===== src/rtl/uart_tx_scheduler.sv =====
// Round-robin scheduler sharing one UART transmitter between the button and RX-echo
// byte sources; tracks serializer busy, enforces an inter-frame gap, flags start timeouts.
module uart_tx_scheduler #(
  parameter int GAP_CYCLES = 16,
  parameter int BUSY_WAIT  = 4
) (
  input  logic       src_clk,
  input  logic       rst_n,
  input  logic       req_btn,
  input  logic [7:0] data_btn,
  output logic       ack_btn,
  input  logic       req_rx,
  input  logic [7:0] data_rx,
  output logic       ack_rx,
  output logic       tx_start,
  output logic [7:0] tx_data,
  input  logic       tx_busy,
  output logic       grant_id,
  output logic       sched_busy,
  output logic       err_timeout
);

  localparam int MAX_CNT = (GAP_CYCLES > BUSY_WAIT) ? GAP_CYCLES : BUSY_WAIT;
  localparam int CW      = $clog2(MAX_CNT + 2);
  localparam logic [CW-1:0] GAP_LOAD = CW'(GAP_CYCLES);
  localparam logic [CW-1:0] WAIT_LIM = CW'(BUSY_WAIT);
  localparam bit NO_GAP = (GAP_CYCLES == 0);

  typedef enum logic [1:0] {IDLE, WAIT_BUSY, WAIT_DONE, GAP} state_t;

  state_t        state_q, state_d;
  logic [CW-1:0] cnt_q, cnt_d, cnt_inc;
  logic          prio_rx_q, prio_rx_d;
  logic          grant_btn, grant_rx, timeout;
  logic          tx_start_d, ack_btn_d, ack_rx_d, grant_id_d, err_timeout_d;
  logic [7:0]    tx_data_d;

  assign cnt_inc    = cnt_q + CW'(1);
  assign sched_busy = (state_q != IDLE);

  // NOTE: every variable gets a default first, so no path through the block infers a latch.
  always_comb begin
    state_d   = state_q;
    cnt_d     = cnt_q;
    grant_btn = 1'b0;
    grant_rx  = 1'b0;
    timeout   = 1'b0;
    unique case (state_q)
      IDLE: begin
        // A busy serializer blocks sampling entirely; requests wait at their level.
        if (!tx_busy) begin
          if (req_btn && (!req_rx || !prio_rx_q)) grant_btn = 1'b1;
          else if (req_rx)                        grant_rx  = 1'b1;
        end
        if (grant_btn || grant_rx) begin
          state_d = WAIT_BUSY;
          cnt_d   = '0;
        end
      end
      WAIT_BUSY: begin
        // Busy rising on the terminal count wins over the timeout.
        if (tx_busy) begin
          state_d = WAIT_DONE;
        end else if (cnt_inc >= WAIT_LIM) begin
          timeout = 1'b1;
          cnt_d   = GAP_LOAD;
          if (NO_GAP) state_d = IDLE;
          else        state_d = GAP;
        end else begin
          cnt_d = cnt_inc;
        end
      end
      WAIT_DONE: begin
        if (!tx_busy) begin
          cnt_d = GAP_LOAD;
          if (NO_GAP) state_d = IDLE;
          else        state_d = GAP;
        end
      end
      GAP: begin
        if (cnt_q <= CW'(1)) state_d = IDLE;
        else                 cnt_d   = cnt_q - CW'(1);
      end
    endcase
  end

  // Next values of the registered outputs; tx_data and grant_id hold between grants.
  always_comb begin
    tx_start_d    = grant_btn | grant_rx;
    ack_btn_d     = grant_btn;
    ack_rx_d      = grant_rx;
    err_timeout_d = timeout;
    tx_data_d     = tx_data;
    grant_id_d    = grant_id;
    prio_rx_d     = prio_rx_q;
    if (grant_btn) begin
      tx_data_d  = data_btn;
      grant_id_d = 1'b0;
      prio_rx_d  = 1'b1;
    end else if (grant_rx) begin
      tx_data_d  = data_rx;
      grant_id_d = 1'b1;
      prio_rx_d  = 1'b0;
    end
  end

  // NOTE: non-blocking assignments so every register samples pre-edge values together.
  always_ff @(posedge src_clk) begin
    if (!rst_n) begin
      state_q     <= IDLE;
      cnt_q       <= '0;
      prio_rx_q   <= 1'b0;
      tx_start    <= 1'b0;
      tx_data     <= 8'h00;
      ack_btn     <= 1'b0;
      ack_rx      <= 1'b0;
      grant_id    <= 1'b0;
      err_timeout <= 1'b0;
    end else begin
      state_q     <= state_d;
      cnt_q       <= cnt_d;
      prio_rx_q   <= prio_rx_d;
      tx_start    <= tx_start_d;
      tx_data     <= tx_data_d;
      ack_btn     <= ack_btn_d;
      ack_rx      <= ack_rx_d;
      grant_id    <= grant_id_d;
      err_timeout <= err_timeout_d;
    end
  end

endmodule


===== config.mk =====
export PLATFORM = sky130hd
export DESIGN_NAME = uart_tx_scheduler
export DESIGN_NICKNAME = d
export VERILOG_FILES = /design/src/rtl/uart_tx_scheduler.sv
export SDC_FILE = /design/constraint.sdc
export NUM_CORES = 1
export LEC_CHECK = 0
export ABC_AREA = 1
export CORE_UTILIZATION = 25
export CTS_BUF_LIST = sky130_fd_sc_hd__clkbuf_8
export DETAILED_ROUTE_END_ITERATION = 8
export GPL_TIMING_DRIVEN = 0
export SYNTH_ARGS = -nofsm -noshare
export SYNTH_HDL_FRONTEND = slang
export SYNTH_SLANG_ARGS = --single-unit
export TNS_END_PERCENT = 30

===== constraint.sdc =====
create_clock -name src_clk -period 1.8 [get_ports src_clk]
set_clock_uncertainty 0.1 [all_clocks]
set_input_delay 0.36 -clock src_clk [delete_from_list [all_inputs] [get_ports src_clk]]
set_output_delay 0.36 -clock src_clk [all_outputs]
set_load 0.1 [all_outputs]

==> metrics.yaml <==
min_period_ns: 1.71
synth_top_family_by_area: "simple AND/OR/NAND/NOR gates"
root_buffer: "clkbuf_8"
clkLatencyLatePin_ns: 0.26
synth_cell_type_count: 29
p_switching_mw: 1.30
p_clk_share_pct: 12.4
worst_ep_required_time_ns: 1.34
grt_max_degree: 13
core_area_um2: 4750
ys_ff_latch: 21
worst_slew_margin_rel_pct: 63.1
path_max_fanout: 6
drv_slew: 0
die_h_um: 72.7
cts.sinks: 21
p_int_mw: 1.21
nNetsFinal: 237
async_flop_share_pct: 0
p_leak_nw: 0.710
dr.pass1.iters: 4
port_buffers: 34
synth_area_um2: 1250
ctsHoldBuffers: 0
synth-compound-area-share_pct: 16.4
crit_arrival_ns: 1.25
start_kind: "flip-flop"
timing_hold_violations_final: 0
hold_class: "reg2reg"
grt.overflow.total: 0
pwr-share-comb_pct: 62.0
dieArea_um2: 5290
cts_tree: "yes"
fmax_mhz: 585
vdd_drop_max_mv: 1.02
netlist_instances: 170
fin_util_pct: 36.8
vias_per_cell: 4.30
cap_violations: 0
rows: 25
synth.net_count: 198
yosys_warnings: 0
synth_edf_count: 0
drcViolationCount: 0
grt_pass1_vias: 1077
postRouteAntennaNets: 0
antenna_found_initial: 0
powerDensity_nw_per_um2: 1430
synth-simple-area-share_pct: 34.8
place.gp.congestion: 0.800
finalCritPeriodShare_pct: 95.0
avgRoutedWirePerCell_um: 10.5
worst_slew_pin_slew_ns: 0.555
postCtsSetupBuffers: 0
antennaDiodeCount: 0
synth_fa_ha_area_share_pct: 7.01
pwr-share-seq_pct: 25.7
drt_iter0_markers: 32
ys.flop_type: "dfxtp_1"
rsz0062_at_grt: "no"
num_vias: 1182
grt_usage_pct: 11.5
final_area_um2: 1750
yosysSeqAreaShare_pct: 33.6
setup_viol: 0
worstSetupEndpointType: "output pin"
placed_cell_area_um2: 1680
routed_wl_um: 2900
hpwl_um: 2330
status: "finished, final reports clean"
start_util_pct: 26.3
synth_mux_area_share_pct: 0
layout-drive-gt1-share_pct: 24.0
postSynthAreaPerCell_um2: 7.35
cts_buffers: 3
grt_pass1_wl_um: 4790
ios: 35
syn2layout_area_growth_pct: 40.1
synth_xor_area_share_pct: 0
whs_ns: 0.360
clkTransAtPathRegs_ns: 0.08
clock_path_buffers: 2
die_w_um: 72.7
crit_type: "reg2out"
swShare_pct: 51.7
h-tree-depth: 1
==> flip-flops by register name, summed over array words and instances (netlist names) <==
signal and count:
err_timeout 1, ack_btn 1, tx_start 1, cnt_q 5, grant_id 1, ack_rx 1, prio_rx_q 1, tx_data 8
state_q 2
==> final cells by class <==
cell class,instances,area (µm²)
fill,529,3000
clock inverter,1,5.00
clock buffer,3,41.3
tap,67,83.8
buffer,2,15.0
timing repair buffer,34,354
inverter,21,90.1
sequential,21,422
multi-input combinational,126,741
==> per-stage QoR <==
| step | TNS (ns) | power [mW] | std cells | setup slack, ns |
|---|---|---|---|---|
| floorplan | 0 | 1.86 | 170 | 0.0422 |
| global placement | -4.18 | 2.17 | 271 | -0.685 |
| detailed placement | -3.98 | 2.19 | 271 | -0.690 |
| CTS | -0.0820 | 2.51 | 275 | -0.0820 |
| global route | 0 | 2.70 | 275 | 0.000479 |
| finish | 0 | 2.51 | 275 | 0.0896 |
==> synth_stat cells (all sizes together), types with 2 or more instances <==
cell type | number | area, µm²
nand2 | 48 | 195
dfxtp | 21 | 420
inv | 21 | 86.3
nand3 | 16 | 103
nor2 | 16 | 82.6
a21oi | 14 | 77.6
o21ai | 10 | 50.1
ha | 7 | 87.6
o21a | 6 | 45.0
nand4 | 2 | 25.0
==> power groups by stage <==
stage / registers, mW / logic, mW / clock network, mW
after CTS: 0.643 / 1.54 / 0.319
after global routing: 0.660 / 1.70 / 0.343
after global placement: 0.649 / 1.52 / 0
after detailed placement: 0.653 / 1.53 / 0
final: 0.644 / 1.55 / 0.310
after floorplan: 0.913 / 0.946 / 0
==> routing by layer <==
metal	wire [µm]	part of all wire, %	global-route usage (%)
met1	1460	50	16.2
met2	1330	46	18.2
met3	97	3.3	3.04
met4	7	0.24	1.31
met5	0	0	0
==> worst paths after layout <==
path	start	depth (start not counted)	end	slack, ns
max reg2reg	state_q[1]$_SDFFE_PN0P_	8	tx_data[4]$_SDFFE_PN0P_	0.20
min	grant_id$_SDFFE_PP0P_	2	grant_id$_SDFFE_PP0P_	0.36
min reg2reg	grant_id$_SDFFE_PP0P_	2	grant_id$_SDFFE_PP0P_	0.36
max	state_q[1]$_SDFFE_PN0P_	4	sched_busy	0.09
==> layout by cell type, fill, tap and decap left out, types with 3 or more instances in the layout <==
cell type	n
clkdlybuf4s50_1	19
clkdlybuf4s15_2	12
clkbuf_8	3
inv_2	8
ha_1	6
o21a_1	6
nor2_1	11
nand2_2	3
nand3_1	13
inv_1	11
o21ai_1	8
nor2_2	3
dfxtp_1	20
a21oi_1	12
nand2_1	44
==> repair_timing <==
action                     4_1_cts  5_1_grt
setup endpoints to repair       14        7
gates resized for setup         46        4
pin swaps                        0        0
==> critical path: stages (launching register included) <==
cell and delay (ns):
dfxtp_1 0.38, inv_1 0.11, ha_4 0.21, clkinvlp_4 0.08, buf_6 0.21
==> kinds of logic after synthesis <==
family | after synthesis
AND/OR/NAND/NOR | 86
AO/OA/AOI/OAI | 33
buffers and inverters | 23
flip-flops | 21
adder cells (fa/ha/maj) | 7
No activity file was read; power rests on OpenSTA's default activity.
